--- src/rtl/alu_seq_pkg.sv ---
// Shared types and constants for the alu_seq sequencer: opcodes, FSM states,
// flag bit positions and the ALU control codes that programs use.
package alu_seq_pkg;

  typedef enum logic [3:0] {
    OP_LDI  = 4'h0,
    OP_LDB  = 4'h1,
    OP_ALU  = 4'h2,
    OP_JMP  = 4'h3,
    OP_JZ   = 4'h4,
    OP_JC   = 4'h5,
    OP_JN   = 4'h6,
    OP_JV   = 4'h7,
    OP_HALT = 4'hF
  } opcode_t;

  typedef enum logic [2:0] {
    IDLE,
    FETCH,
    DECODE,
    EXEC,
    DONE
  } state_t;

  localparam int unsigned FLG_V = 3;
  localparam int unsigned FLG_N = 2;
  localparam int unsigned FLG_Z = 1;
  localparam int unsigned FLG_C = 0;

  localparam logic [3:0] PASS = 4'b0000;
  localparam logic [3:0] ADD  = 4'b0010;
  localparam logic [3:0] SUB  = 4'b0101;

  // Count value seen during EXEC of the 255th instruction of a run.
  localparam logic [7:0] WDOG_TC = 8'd254;

  function automatic logic [3:0] pc_inc(input logic [3:0] pc);
    return pc + 4'd1;
  endfunction

endpackage

--- src/rtl/alu_seq_if.sv ---
// Program-memory and ALU bus of the sequencer; master = sequencer side,
// slave = ROM/ALU side.
interface alu_seq_if;

  logic [3:0] instr_addr;
  logic [7:0] instr_data;
  logic [3:0] alu_ctrl;
  logic [3:0] alu_a;
  logic [3:0] alu_b;
  logic [3:0] alu_f;
  logic [3:0] alu_flags;

  modport master (
    output instr_addr, alu_ctrl, alu_a, alu_b,
    input  instr_data, alu_f, alu_flags
  );

  modport slave (
    input  instr_addr, alu_ctrl, alu_a, alu_b,
    output instr_data, alu_f, alu_flags
  );

endinterface

--- src/rtl/alu_seq_wdog.sv ---
// Instruction watchdog for alu_seq: counts EXEC cycles since the last accepted
// start and flags the terminal count. Only built under ALU_SEQ_WDOG_EN.
module alu_seq_wdog
  import alu_seq_pkg::*;
(
  input  logic clk,
  input  logic rst_n,
  input  logic i_clr,
  input  logic i_inc,
  output logic o_tc
);

  logic [7:0] r_cnt;

  always_ff @(posedge clk or negedge rst_n) begin
    if (!rst_n) begin
      r_cnt <= '0;
    end else if (i_clr) begin
      r_cnt <= '0;
    end else if (i_inc) begin
      r_cnt <= r_cnt + 8'd1;
    end
  end

  assign o_tc = (r_cnt == WDOG_TC);

endmodule

--- src/rtl/alu_seq.sv ---
// Multi-cycle FETCH/DECODE/EXEC sequencer driving a 4-bit ALU from a 16-word
// registered program ROM. Optional watchdog abort enabled by ALU_SEQ_WDOG_EN.
module alu_seq
  import alu_seq_pkg::*;
(
  input  logic             clk,
  input  logic             rst_n,
  input  logic             start,
  alu_seq_if.master        bus,
  output logic [3:0]       acc,
  output logic [3:0]       status,
  output logic             busy,
  output logic             done,
  output logic             err
);

  state_t     r_state;
  logic [3:0] r_pc;
  logic [7:0] r_ir;
  logic [3:0] r_acc;
  logic [3:0] r_breg;
  logic [3:0] r_status;
  logic [3:0] r_alu_ctrl;
  logic       r_busy;
  logic       r_done;
  logic       r_err;

  opcode_t    w_op;
  logic [3:0] w_imm;
  logic       w_take;
  logic [3:0] w_pc_next;
  logic       w_start_acc;
  logic       w_exec;
  logic       w_wdog_tc;
  logic       w_wdog_trip;

  assign w_op        = opcode_t'(r_ir[7:4]);
  assign w_imm       = r_ir[3:0];
  assign w_start_acc = (r_state == IDLE) && start;
  assign w_exec      = (r_state == EXEC);

  always_comb begin
    w_take = 1'b0;
    case (w_op)
      OP_JMP:  w_take = 1'b1;
      OP_JZ:   w_take = r_status[FLG_Z];
      OP_JC:   w_take = r_status[FLG_C];
      OP_JN:   w_take = r_status[FLG_N];
      OP_JV:   w_take = r_status[FLG_V];
      default: w_take = 1'b0;
    endcase
  end

  assign w_pc_next = w_take ? w_imm : pc_inc(r_pc);

`ifdef ALU_SEQ_WDOG_EN
  alu_seq_wdog u_wdog (
    .clk   (clk),
    .rst_n (rst_n),
    .i_clr (w_start_acc),
    .i_inc (w_exec),
    .o_tc  (w_wdog_tc)
  );
`else
  assign w_wdog_tc = 1'b0;
`endif

  assign w_wdog_trip = w_exec && w_wdog_tc && (w_op != OP_HALT);

  always_ff @(posedge clk or negedge rst_n) begin
    if (!rst_n) begin
      r_state    <= IDLE;
      r_pc       <= '0;
      r_ir       <= '0;
      r_acc      <= '0;
      r_breg     <= '0;
      r_status   <= '0;
      r_alu_ctrl <= PASS;
      r_busy     <= 1'b0;
      r_done     <= 1'b0;
      r_err      <= 1'b0;
    end else begin
      r_done <= 1'b0;
      case (r_state)
        IDLE: begin
          if (start) begin
            r_state <= FETCH;
            r_pc    <= '0;
            r_err   <= 1'b0;
            r_busy  <= 1'b1;
          end
        end
        FETCH: r_state <= DECODE;
        DECODE: begin
          r_ir    <= bus.instr_data;
          r_state <= EXEC;
          // alu_ctrl is registered, so it is set up from the ROM word here to be valid throughout EXEC
          r_alu_ctrl <= (bus.instr_data[7:4] == OP_ALU) ? bus.instr_data[3:0] : PASS;
        end
        EXEC: begin
          r_alu_ctrl <= PASS;
          case (w_op)
            OP_LDI: r_acc <= w_imm;
            OP_LDB: r_breg <= w_imm;
            OP_ALU: begin
              r_acc    <= bus.alu_f;
              r_status <= bus.alu_flags;
            end
            default: ;
          endcase
          if (w_op == OP_HALT) begin
            r_state <= DONE;
            r_done  <= 1'b1;
          end else begin
            r_pc <= w_pc_next;
            if (w_wdog_trip) begin
              r_state <= DONE;
              r_done  <= 1'b1;
              r_err   <= 1'b1;
            end else begin
              r_state <= FETCH;
            end
          end
        end
        DONE: begin
          r_state <= IDLE;
          r_busy  <= 1'b0;
        end
        default: r_state <= IDLE;
      endcase
    end
  end

  assign bus.instr_addr = r_pc;
  assign bus.alu_ctrl   = r_alu_ctrl;
  assign bus.alu_a      = r_acc;
  assign bus.alu_b      = r_breg;

  assign acc    = r_acc;
  assign status = r_status;
  assign busy   = r_busy;
  assign done   = r_done;
  assign err    = r_err;

endmodule

--- src/flat_wrapper.sv ---
// flat-port wrapper written by rule: the top's interface ports become plain ports
module alu_seq_flat import alu_seq_pkg::*;
  (clk, rst_n, start, acc, status, busy, done, err, bus_instr_addr, bus_alu_ctrl, bus_alu_a, bus_alu_b, bus_instr_data, bus_alu_f, bus_alu_flags);
  alu_seq_if bus_i ();
  input  logic clk;
  input  logic rst_n;
  input  logic start;
  output logic [3:0] acc;
  output logic [3:0] status;
  output logic busy;
  output logic done;
  output logic err;
  output wire logic [$bits(bus_i.instr_addr)-1:0] bus_instr_addr;
  output wire logic [$bits(bus_i.alu_ctrl)-1:0] bus_alu_ctrl;
  output wire logic [$bits(bus_i.alu_a)-1:0] bus_alu_a;
  output wire logic [$bits(bus_i.alu_b)-1:0] bus_alu_b;
  input wire logic [$bits(bus_i.instr_data)-1:0] bus_instr_data;
  input wire logic [$bits(bus_i.alu_f)-1:0] bus_alu_f;
  input wire logic [$bits(bus_i.alu_flags)-1:0] bus_alu_flags;
  assign bus_instr_addr = bus_i.instr_addr;
  assign bus_alu_ctrl = bus_i.alu_ctrl;
  assign bus_alu_a = bus_i.alu_a;
  assign bus_alu_b = bus_i.alu_b;
  assign bus_i.instr_data = bus_instr_data;
  assign bus_i.alu_f = bus_alu_f;
  assign bus_i.alu_flags = bus_alu_flags;
  alu_seq u_core (.clk(clk), .rst_n(rst_n), .start(start), .bus(bus_i), .acc(acc), .status(status), .busy(busy), .done(done), .err(err));
endmodule
--- config.mk ---
export PLATFORM = sky130hd
export DESIGN_NAME = alu_seq_flat
export DESIGN_NICKNAME = d
export VERILOG_FILES = /design/src/rtl/alu_seq_pkg.sv /design/src/rtl/alu_seq_if.sv /design/src/rtl/alu_seq_wdog.sv /design/src/rtl/alu_seq.sv /design/src/flat_wrapper.sv
export SDC_FILE = /design/constraint.sdc
export NUM_CORES = 1
export LEC_CHECK = 0
export CAP_MARGIN = 25
export CORE_ASPECT_RATIO = 1.1
export CORE_MARGIN = 4
export CORE_UTILIZATION = 46
export CTS_CLUSTER_DIAMETER = 40
export CTS_CLUSTER_SIZE = 14
export DETAILED_ROUTE_END_ITERATION = 7
export PLACE_DENSITY = 0.78
export SYNTH_ARGS = -nofsm -noshare
export SYNTH_HDL_FRONTEND = slang
export SYNTH_SLANG_ARGS = --single-unit
--- constraint.sdc ---
create_clock -name clk -period 2.3 [get_ports clk]
set_input_delay 0.345 -clock clk [delete_from_list [all_inputs] [get_ports clk]]
set_output_delay 0.345 -clock clk [all_outputs]
set_load 0.03 [all_outputs]
== After elaboration in Yosys (flattened, before gate mapping) ==
Cells that the tools add are included.

* Register bits: 33
* Bits of input ports: 19
* Output and inout port bits: 27
* Logic and storage cells: 51

* Add/subtract/negate cells: 1
* Eq/ne operators: 15
* Multiplexer cells: 15
* Reductions and logical operators: 11

{| class="wikitable"
|+ Operator list
! cell !! number
|-
| 4-bit one-hot mux with 2 select lines || 3
|-
| 4-bit by 3-bit equality test with 1-bit output (second input constant) || 4
|-
| 4-bit 2-to-1 mux || 4
|-
| 4-bit by 2-bit equality test with 1-bit output (second input constant) || 3
|-
| 3-bit one-hot mux with 4 select lines || 1
|-
| 2-bit AND reduction || 4
|-
| 2-bit nonzero test || 4
|-
| 3-bit by 2-bit equality test with 1-bit output (second input constant) || 2
|-
| 3-bit 2-to-1 mux || 2
|-
| 1-bit one-hot mux with 5 select lines || 1
|-
| 4-bit by 1-bit adder with 4-bit output (second input constant) || 1
|-
| 4-bit by 1-bit equality test with 1-bit output (second input constant) || 1
|-
| 4-bit equality test (second input constant) || 1
|-
| 4-bit zero test || 1
|-
| 2-bit != test (second input constant) || 2
|-
| 3-bit by 1-bit equality test with 1-bit output (second input constant) || 1
|-
| 3-bit equality test (second input constant) || 1
|-
| 3-bit zero test || 1
|-
| 1-bit 2-to-1 mux || 3
|-
| 3-bit AND reduction || 1
|-
| 1-bit one-hot mux with 2 select lines || 1
|}

== Longest topological paths before layout ==
Gate-level depths: netlist of run 1.

* Word-level depth: 5
* Mapped depth: 7
* Mapped depth without buffers: 5

== Worst setup path after synthesis of run 1 ==
OpenSTA, ideal clock, no wires.

* Path kind: reg2reg
* Start: register u_core.r_state[2]
* End: register u_core.r_status[0], in the netlist u_core.status[0]
* Setup time: 0.125 ns
* Arrival: 1.589 ns
* Required time: 2.175 ns
* Path slack: 0.586 ns
* Cell stages (with the launch flop): 8
* Buffers on the path: 2
* Period minus slack after synthesis: 1.714 ns
* Cells stage by stage: dfrtp_1 -> nand2b_1 -> clkbuf_2 -> or2_1 -> buf_2 -> nor3_4 -> nand3b_1 -> mux2_2

* Cells in the longest elaborated chain, start to end: 2

{| class="wikitable"
|+ Ends and longest elaborated chain
! element !! RTL line !! text
|-
| start, declared || alu_seq.sv:17 || <nowiki>state_t r_state;</nowiki>
|-
| start signal, assigned || alu_seq.sv:72 || <nowiki>r_state <= IDLE;</nowiki>
|-
| start signal, assigned || alu_seq.sv:87 || <nowiki>r_state <= FETCH;</nowiki>
|-
| start signal, assigned || alu_seq.sv:93 || <nowiki>FETCH: r_state <= DECODE;</nowiki>
|-
| 3-bit by 2-bit equality test with 1-bit output || -- ||
|-
| 2-bit AND reduction (no source line) || -- ||
|-
| end signal, assigned || alu_seq.sv:107 || <nowiki>r_status <= bus.alu_flags;</nowiki>
|-
| end, declared || alu_seq.sv:22 || <nowiki>logic [3:0] r_status;</nowiki>
|}

No other way between the ends.
A chain may end at the register's enable or synchronous reset.

== Final worst setup path of run 1 ==
* Start: register u_core.r_state[2]
* End: register u_core.r_breg[1], in the netlist u_core.bus.alu_b[1]

* Cells in the longest elaborated chain, start to end: 2

{| class="wikitable"
|+ Ends and longest elaborated chain
! element !! RTL line !! text
|-
| 3-bit by 2-bit equality test with 1-bit output || -- ||
|-
| 2-bit AND reduction (no source line) || -- ||
|-
| end signal, assigned || alu_seq.sv:104 || <nowiki>OP_LDB: r_breg <= w_imm;</nowiki>
|-
| end, declared || alu_seq.sv:21 || <nowiki>logic [3:0] r_breg;</nowiki>
|}

No other way between the ends.

==> impl_metrics.env, run 1 <==
export IMPL_tns_ns=0
export IMPL_core_sq_um=3150
export IMPL_remaining_drc_errors=0
export IMPL_maxSlewViolCount=0
export IMPL_crit_type="reg -> reg"
export IMPL_synth_warning_count=0
export IMPL_fin_nets=192
export IMPL_io_pins=46
export IMPL_synth_top_cell_area_share_pct=53.1
export IMPL_num_vias=1137
export IMPL_diodes=0
export IMPL_routed_wl_mm=3.19
export IMPL_ir_drop_uv=766
export IMPL_synth_seq_cells=33
export IMPL_grt_total_usage_pct=15.8
export IMPL_grt_overflow=0
export IMPL_cts_sinks=33
export IMPL_antenna_found_initial=0
export IMPL_yosysUniqueCellTypes=32
export IMPL_rsz0062_at_grt="no"
export IMPL_utilization_pct=65.4
export IMPL_synth_adder_area_share_pct=0.804
export IMPL_finalHoldViolCount=0
export IMPL_postCtsSetupBuffers=0
export IMPL_numCtsBuffers=5
export IMPL_crit_required_ns=2.52
export IMPL_status="finished, final reports clean"
export IMPL_root_buffer="clkbuf_4"
export IMPL_drtAntennaViolNets=0
export IMPL_synth_xor_area_share_pct=0.563
export IMPL_synthTopCellsByArea="dfrtp_1 53%, mux2_2 12%, mux2i_1 5.1%, buf_4 2.9%, nor2_1 2.9%"
export IMPL_vias_per_cell=5.49
export IMPL_grt_max_degree=34
export IMPL_cp_max_fo=7
export IMPL_synth_edf_count=0
export IMPL_slew_headroom_pct=59.7
export IMPL_fin_crit_sh_pct=81.4
export IMPL_p_leak_uw=0.000874
export IMPL_die_area_sq_um=4380
export IMPL_final_min_clock_period_ns=1.87
export IMPL_yosysTopAreaCell="dfrtp_1"
export IMPL_die_h_um=69.0
export IMPL_fin_worst_skew_ns=0.0131
export IMPL_rows=21
export IMPL_hp_class="in -> async"
export IMPL_clockBufferDepth=2
export IMPL_startpoint_type="flop"
export IMPL_final_cell_mix="44 x clkdlybuf4s50_1, 33 x dfrtp_1, 17 x mux2_2"
export IMPL_synth_mux_area_share_pct=17.4
export IMPL_crit_path_end_kind="flop"
export IMPL_syn_area_sq_um=1560
export IMPL_hpwl_mm=2.48
export IMPL_ys_flop_type="dfrtp_1"
export IMPL_post_cts_resize_count=0
export IMPL_worstMarginPinSlew_ns=0.603
export IMPL_gp_congestion=0.706
export IMPL_clkSlewWorstSetupHoldPaths_ns=0.10
export IMPL_setup_viol=0
export IMPL_grt_pass1_wl_mm=5.41
export IMPL_final_common_cell="clkdlybuf4s50_1"
export IMPL_cts_hold_buf=0
export IMPL_areaGrowthSynthToFinish_pct=32.5
export IMPL_syn_inst=131
export IMPL_avgSynthCellArea_sq_um=11.9
export IMPL_first_pass_iters=4
export IMPL_grt_pass1_vias=1183
export IMPL_fmax_mhz=534
export IMPL_clock_latency_ns=0.33
export IMPL_wl_per_cell_um=15.4
export IMPL_cts_tree="done"
export IMPL_async_reset_ff_share_pct=100
export IMPL_arrival_ns=2.09
export IMPL_dieWidth_um=63.5
export IMPL_synth_top_family_by_area="multiplexers"
export IMPL_start_util_pct=49.4
export IMPL_maxCapViolCount=0
export IMPL_drtIter0Drc=55
export IMPL_synth_seq_area_share_pct=53.1
export IMPL_htree_levels=2
export IMPL_drive_gt1_share_pct=19.7
export IMPL_power_density_nw_per_um2=1450
export IMPL_synthSimpleGateAreaFrac_pct=12.2
export IMPL_numPortBuffers=44
export IMPL_syn_num_nets=151
export IMPL_synth_compound_area_share_pct=9.97
[layout make-up]
class	instances	area [sq um]
Clock buffer	7	55.1
Clock inverter	1	30.0
Fill cell	268	1090
Inverter	5	18.8
Multi-Input combinational cell	82	642
Sequential cell	33	826
Tap cell	34	42.5
Timing Repair Buffer	45	448
[registers in the layout, summed over array words and instances (netlist names)]
register / count
u_core.r_ir: 8
u_core.acc: 4
u_core.bus.alu_b: 4
u_core.bus.alu_ctrl: 4
u_core.bus.instr_addr: 4
u_core.status: 4
u_core.r_state: 3
u_core.busy: 1
u_core.done: 1
[critical path: stages (launching register included)]
cell	delay (ns)
dfrtp_1	0.43
nand2b_1	0.26
or2_1	0.38
nor3_4	0.17
nand3b_1	0.19
mux2_2	0.33
[power breakdown]
group	internal (uW)	leakage, uW	switching (uW)
registers	812	0.000402	285
clock network	260	0.0000455	189
logic	684	0.000427	763
total	1760	0.000874	1240
[routing by layer]
| metal | up-vias | GRT usage, % | routed length [um] |
|---|---|---|---|
| met5 | - | 0 | 0 |
| met4 | 0 | 9.83 | 98 |
| met3 | 9 | 4.38 | 171 |
| met2 | 36 | 26.0 | 1610 |
| met1 | 553 | 18.0 | 1300 |
| li1 | 539 | - | - |
[cell families (layout without fill, tap and decap cells)]
kind of cell / Yosys count / after routing
DFF: 33 / 33
buffers and inverters: 16 / 58
adders and majority gates: 1 / 1
other: 1 / 1
AOI/OAI and AO/OA: 23 / 23
and+or+nand+nor: 31 / 31
xor gates and xnor gates: 1 / 1
muxes: 25 / 25
[worst paths after layout]
check | startpoint | slack, ns | end | cells past startpoint
setup / recovery | u_core.r_state[2] | 0.43 | u_core.bus.alu_b[1] | 5
hold / removal | rst_n | 0.40 | u_core.bus.alu_b[2] | 2
setup reg to reg | u_core.r_state[2] | 0.43 | u_core.bus.alu_b[1] | 5
hold reg to reg | u_core.r_state[2] | 0.50 | u_core.r_state[0] | 1
max in group asynchronous | rst_n | 1.59 | u_core.acc[3] | 2
min in group clk | u_core.r_state[2] | 0.50 | u_core.r_state[0] | 1
[cells in the mapped netlist (2+ instances only)]
cell type and instances:
a21oi_1 8, nand3b_1 3, nand2_1 5, buf_2 4, o22ai_1 2, buf_4 6, dfrtp_1 33, mux2_2 17
a22o_2 4, o31ai_1 2, inv_1 5, nand3_1 2, mux2i_1 8, o21ai_0 2, nor2_1 12, a31oi_1 2
[through the flow]
step	instance area, sq um	setup WS (ns)	std cells	power [uW]	hold WS, ns
floorplan	1560	0.586	131	2100	0.0494
global placement	1980	0.520	199	2510	0.468
detailed placement	1980	0.442	199	2570	0.482
CTS	2060	0.431	207	3020	0.404
global route	2060	0.288	207	3190	0.430
finish	2060	0.429	207	2990	0.404
Power figures use the tool's default switching activity.
==> run 2: changes to the inputs <==
--- a/config.mk
+++ b/config.mk
@@ -8,11 +8,11 @@
 export CAP_MARGIN = 25
 export CORE_ASPECT_RATIO = 1.1
 export CORE_MARGIN = 4
-export CORE_UTILIZATION = 46
+export CORE_UTILIZATION = 42
 export CTS_CLUSTER_DIAMETER = 40
 export CTS_CLUSTER_SIZE = 14
 export DETAILED_ROUTE_END_ITERATION = 7
-export PLACE_DENSITY = 0.78
+export PLACE_DENSITY = 0.75
 export SYNTH_ARGS = -nofsm -noshare
 export SYNTH_HDL_FRONTEND = slang
 export SYNTH_SLANG_ARGS = --single-unit
==> constraint.sdc (replaced) <==
create_clock -name clk -period 1.6 [get_ports clk]
set_input_delay 0.24 -clock clk [delete_from_list [all_inputs] [get_ports clk]]
set_output_delay 0.24 -clock clk [all_outputs]
set_load 0.03 [all_outputs]
==> run 2 against run 1 <==
  * Combinational power up 67%
  * Non-clock buffer count rose by 16
  * Register-to-register slack worse by 0.40 ns
  * Critical path depth up 1
  * Power up 47%
  * Highest routed layer unchanged
  * Hold slack got worse by 0.11 ns
  * Count of clock-buffer cells in the layout did not move
  * Via count grew 5.5%
  * Largest power group unchanged
  * Die area is 8.3% higher
  * Wire length rose by 17%
  * Clock skew down 0.0050 ns
==> impl_metrics.env, run 2 (synthesis gave the netlist of run 1 again) <==
export IMPL_io_pins=46
export IMPL_vias_per_cell=5.08
export IMPL_numPortBuffers=44
export IMPL_power_density_nw_per_um2=2020
export IMPL_p_int_uw=2500
export IMPL_switching_share_pct=43.4
export IMPL_crit_required_ns=1.85
export IMPL_areaGrowthSynthToFinish_pct=40.6
export IMPL_p_leak_uw=0.00102
export IMPL_status="finished, final reports clean"
export IMPL_htree_levels=2
export IMPL_start_util_pct=45.2
export IMPL_final_cell_mix="32 x dfrtp_1, 25 x dlygate4sd2_1, 18 x clkdlybuf4s50_1"
export IMPL_fin_worst_skew_ns=0.00809
export IMPL_hpwl_mm=2.80
export IMPL_largest_register="u_core.r_ir"
export IMPL_grt_max_degree=34
export IMPL_utilization_pct=63.6
export IMPL_grt_pass1_vias=1272
export IMPL_wl_per_cell_um=15.8
export IMPL_routed_wl_mm=3.73
export IMPL_final_min_clock_period_ns=1.57
export IMPL_fin_crit_sh_pct=98.1
export IMPL_cp_max_fo=6
export IMPL_die_h_um=71.8
export IMPL_slowest_delay_ns=0.45
export IMPL_maxSlewViolCount=0
export IMPL_finalHoldViolCount=0
export IMPL_final_cells=236
export IMPL_tns_ns=0
export IMPL_fill_cells=297
export IMPL_pwr_share_seq_pct=34.2
export IMPL_grt_overflow=0
export IMPL_rows=22
export IMPL_numCtsBuffers=5
export IMPL_crit_type="reg -> reg"
export IMPL_cpMaxStageDelayCell="dfrtp_2"
export IMPL_grt_pass1_wl_mm=6.17
export IMPL_combPwrFrac_pct=54.9
export IMPL_hp_class="in -> async"
export IMPL_clkSlewWorstSetupHoldPaths_ns=0.10
export IMPL_setup_viol=0
export IMPL_core_sq_um=3440
export IMPL_setup_ws_ns=0.0305
export IMPL_ir_drop_uv=1240
export IMPL_rsz0062_at_grt="yes"
export IMPL_root_buffer="clkbuf_4"
export IMPL_dp_cells=227
export IMPL_grt_total_usage_pct=17.4
export IMPL_first_pass_iters=4
export IMPL_drive_gt1_share_pct=29.3
export IMPL_p_clk_share_pct=10.9
export IMPL_startpoint_type="flop"
export IMPL_switchingPower_uw=1920
export IMPL_cts_hold_buf=0
export IMPL_gp_congestion=0.737
export IMPL_clock_latency_ns=0.34
export IMPL_fmax_mhz=637
export IMPL_dpl_worst_slack_ns=-0.0641
export IMPL_largest_reg_flops=8
export IMPL_dieWidth_um=66.0
export IMPL_crit_chain="buf_6 -> nand3b_1 -> o21ai_2 -> a211o_4 -> mux2i_1 -> o31ai_1"
export IMPL_diodes=0
export IMPL_fin_nets=208
export IMPL_num_vias=1200
export IMPL_cts_sinks=33
export IMPL_final_common_cell="dfrtp_1"
export IMPL_drtIter0Drc=81
export IMPL_die_area_sq_um=4750
export IMPL_total_power_uw=4410
export IMPL_remaining_drc_errors=0
export IMPL_antenna_found_initial=0
export IMPL_crit_path_end_kind="flop"
export IMPL_maxCapViolCount=0
export IMPL_arrival_ns=1.82
export IMPL_clockBufferDepth=2
export IMPL_drtAntennaViolNets=0
export IMPL_cts_tree="done"
-- run 2: cell types whose count changed in the layout (fill, tap and decap cells not counted), sizes merged --
| cell | before | now |
|---|---|---|
| dlymetal6s2s | 0 | 1 |
| buf | 1 | 17 |
| clkdlybuf4s50 | 44 | 18 |
| bufinv | 1 | 0 |
| dlygate4sd2 | 0 | 25 |
-- run 2: area by class of cell --
cell class                      instances  area (sq um)  share of cell area (%)
Timing Repair Buffer                   61           556                    25.4
Multi-Input combinational cell         82           672                    30.7
Tap cell                               48          60.1                    2.74
Clock buffer                            7          55.1                    2.52
Sequential cell                        33           827                    37.8
Inverter                                5          18.8                   0.858
-- run 2: worst max-delay path: cells and delay by family (launching register included) --
kind                   cells  cell delay (ns)
AOI/OAI and AO/OA          3             0.68
DFF                        1             0.45
muxes                      1             0.13
buffers and inverters      1             0.14
and+or+nand+nor            1             0.09
-- run 2: what timing repair did --
action,CTS,global route
setup buffers,0,2
setup endpoints to repair,29,16
gates resized for setup,26,10
pin swaps,0,4
-- run 2: power groups by stage --
stage,logic (uW),registers (uW),clock network [uW]
after floorplan,1220,1810,0
after global placement,2400,1500,0
after detailed placement,2470,1520,0
after CTS,2320,1490,504
after global routing,2600,1560,543
final,2420,1510,483
-- run 2: worst paths after layout --
check                      depth (start not counted)                 from                       end  slack, ns
max                                                6       u_core.r_ir[5]  u_core.bus.instr_addr[0]       0.03
min                                                2                rst_n    u_core.bus.alu_ctrl[1]       0.29
max reg2reg                                        6       u_core.r_ir[5]  u_core.bus.instr_addr[0]       0.03
min reg2reg                                        1  u_core.bus.alu_b[2]       u_core.bus.alu_b[2]       0.51
max in group asynchronous                          2                rst_n            u_core.r_ir[5]       0.98
min in group clk                                   1  u_core.bus.alu_b[2]       u_core.bus.alu_b[2]       0.51
-- run 2: routing by layer --
layer,global-route usage (%),up-vias,wire length (um)
li1,-,571,-
met1,19.1,594,1480
met2,31.1,29,2000
met3,5.80,6,184
met4,6.09,0,65
met5,0,-,0
-- run 2: metrics by stage --
step,area [sq um],hold slack [ns]
final,2190,0.293
after detailed placement,2110,0.494
after floorplan,1560,-0.0556
after CTS,2140,0.294
after global placement,2110,0.488
after global routing,2190,0.329
==> run 3: changes to the inputs <==
--- a/config.mk
+++ b/config.mk
@@ -5,7 +5,6 @@
 export SDC_FILE = /design/constraint.sdc
 export NUM_CORES = 1
 export LEC_CHECK = 0
-export CAP_MARGIN = 25
 export CORE_ASPECT_RATIO = 1.1
 export CORE_MARGIN = 4
 export CORE_UTILIZATION = 42
@@ -13,6 +12,8 @@
 export CTS_CLUSTER_SIZE = 14
 export DETAILED_ROUTE_END_ITERATION = 7
 export PLACE_DENSITY = 0.75
+export SKIP_LAST_GASP = 1
+export SLEW_MARGIN = 20
 export SYNTH_ARGS = -nofsm -noshare
 export SYNTH_HDL_FRONTEND = slang
 export SYNTH_SLANG_ARGS = --single-unit
==> run 3 against run 2 <==
  * Core utilization is 0.11 points lower
  * Clock power about the same
  * Worst setup slack worse by 0.0089 ns
  * Register-to-register slack about the same
  * Design area fell by 0.17%
  * Critical endpoint unchanged
==> impl_metrics.env, run 3 (synthesis gave the netlist of run 1 again) <==
export IMPL_numPortBuffers=44
export IMPL_slowest_delay_ns=0.45
export IMPL_final_common_cell="dfrtp_1"
export IMPL_io_pins=46
export IMPL_final_min_clock_period_ns=1.58
export IMPL_crit_chain="buf_6 -> nand3b_1 -> o21ai_1 -> a211o_4 -> mux2i_1 -> o31ai_1"
export IMPL_switchingPower_uw=1910
export IMPL_die_h_um=71.8
export IMPL_final_cell_mix="32 x dfrtp_1, 25 x dlygate4sd2_1, 18 x clkdlybuf4s50_1"
export IMPL_num_vias=1205
export IMPL_combPwrFrac_pct=54.8
export IMPL_fill_cells=299
export IMPL_dpl_cell_area_sq_um=2110
export IMPL_die_area_sq_um=4750
export IMPL_grt_pass1_vias=1272
export IMPL_rsz0062_at_grt="yes"
export IMPL_p_clk_share_pct=11.0
export IMPL_finalHoldViolCount=0
export IMPL_power_density_nw_per_um2=2010
export IMPL_grt_total_usage_pct=17.4
export IMPL_clockBufferDepth=2
export IMPL_hp_class="in -> async"
export IMPL_grt_max_degree=34
export IMPL_setup_viol=0
export IMPL_clock_latency_ns=0.33
export IMPL_drive_gt1_share_pct=28.7
export IMPL_fin_nets=208
export IMPL_pwr_share_seq_pct=34.2
export IMPL_crit_type="reg -> reg"
export IMPL_postLayoutCellArea_sq_um=2180
export IMPL_wl_per_cell_um=15.8
export IMPL_largest_register="u_core.r_ir"
export IMPL_core_sq_um=3440
export IMPL_antenna_found_initial=0
export IMPL_crit_required_ns=1.85
export IMPL_maxCapViolCount=0
export IMPL_vias_per_cell=5.11
export IMPL_cts_sinks=33
export IMPL_ir_drop_uv=1240
export IMPL_fin_crit_sh_pct=98.6
export IMPL_cts_hold_buf=0
export IMPL_fmax_mhz=634
export IMPL_areaGrowthSynthToFinish_pct=40.4
export IMPL_numCtsBuffers=5
export IMPL_switching_share_pct=43.3
export IMPL_remaining_drc_errors=0
export IMPL_start_util_pct=45.2
export IMPL_startpoint_type="flop"
export IMPL_p_int_uw=2490
export IMPL_fin_worst_skew_ns=0.00710
export IMPL_root_buffer="clkbuf_4"
export IMPL_status="finished, final reports clean"
export IMPL_largest_reg_flops=8
export IMPL_crit_path_end_kind="flop"
export IMPL_clkSlewWorstSetupHoldPaths_ns=0.10
export IMPL_drtIter0Drc=72
export IMPL_hpwl_mm=2.80
export IMPL_p_leak_uw=0.00102
export IMPL_diodes=0
export IMPL_cpMaxStageDelayCell="dfrtp_2"
export IMPL_grt_pass1_wl_mm=6.17
export IMPL_first_pass_iters=5
export IMPL_htree_levels=2
export IMPL_dieWidth_um=66.0
export IMPL_routed_wl_mm=3.72
export IMPL_cts_tree="done"
export IMPL_rows=22
export IMPL_maxSlewViolCount=0
export IMPL_grt_overflow=0
export IMPL_cp_max_fo=6
export IMPL_utilization_pct=63.5
export IMPL_arrival_ns=1.82
export IMPL_gp_congestion=0.737
export IMPL_drtAntennaViolNets=0
run 3: cell counts in the layout (fill, tap and decap cells not counted):
Identical to the previous run, type by type.
run 3: metrics by stage:
step           hold slack, ns  setup WS, ns  setup TNS [ns]  instances  power [uW]
2_1_floorplan         -0.0556        -0.109          -0.870        131        3030
3_3_place_gp            0.488        0.0155               0        227        3890
3_5_place_dp            0.494       -0.0641          -0.175        227        3990
4_1_cts                 0.294       0.00149               0        234        4310
5_1_grt                 0.329       -0.0823          -0.205        236        4680
6_report                0.295        0.0216               0        236        4400
run 3: layer usage:
metal | up-vias | track usage, % | part of all wire (%)
met5 | - | 0 | 0
met4 | 0 | 6.09 | 1.7
met3 | 6 | 5.80 | 4.8
met2 | 32 | 31.1 | 54
met1 | 593 | 19.1 | 40
li1 | 574 | - | -
run 3: what timing repair did:
action,CTS,global route
gates resized for setup,26,9
pin swaps,0,4
buffers inserted,0,2
setup endpoints to repair,29,16
run 3: power by group through the flow:
| stage | Sequential (uW) | Combinational [uW] | Clock, uW |
|---|---|---|---|
| 2_1_floorplan | 1810 | 1220 | 0 |
| 3_3_place_gp | 1500 | 2400 | 0 |
| 3_5_place_dp | 1520 | 2470 | 0 |
| 4_1_cts | 1490 | 2320 | 504 |
| 5_1_grt | 1550 | 2590 | 543 |
| 6_report | 1510 | 2410 | 483 |
run 3: cell type report:
| cell class | count | area [sq um] | area share, % |
|---|---|---|---|
| inverter | 5 | 18.8 | 0.859 |
| multi-input combinational | 82 | 668 | 30.6 |
| clock buffer | 7 | 55.1 | 2.52 |
| timing repair buffer | 61 | 556 | 25.4 |
| tap | 48 | 60.1 | 2.75 |
| sequential | 33 | 827 | 37.9 |
run 3: final timing paths:
path | startpoint | endpoint | slack [ns] | cells after the start
max | u_core.r_ir[5] | u_core.bus.instr_addr[0] | 0.02 | 6
min | rst_n | u_core.bus.alu_ctrl[1] | 0.30 | 2
max reg2reg | u_core.r_ir[5] | u_core.bus.instr_addr[0] | 0.02 | 6
min reg2reg | u_core.bus.alu_b[2] | u_core.bus.alu_b[2] | 0.51 | 1
max in group asynchronous | rst_n | u_core.r_ir[5] | 0.98 | 2
min in group clk | u_core.bus.alu_b[2] | u_core.bus.alu_b[2] | 0.51 | 1
run 3: critical path, delay by kind of cell, from the launching register on:
family                 cells  cell delay [ns]
buffers and inverters      1             0.13
AOI/OAI and AO/OA          3             0.71
DFF                        1             0.45
and+or+nand+nor            1             0.06
muxes                      1             0.13
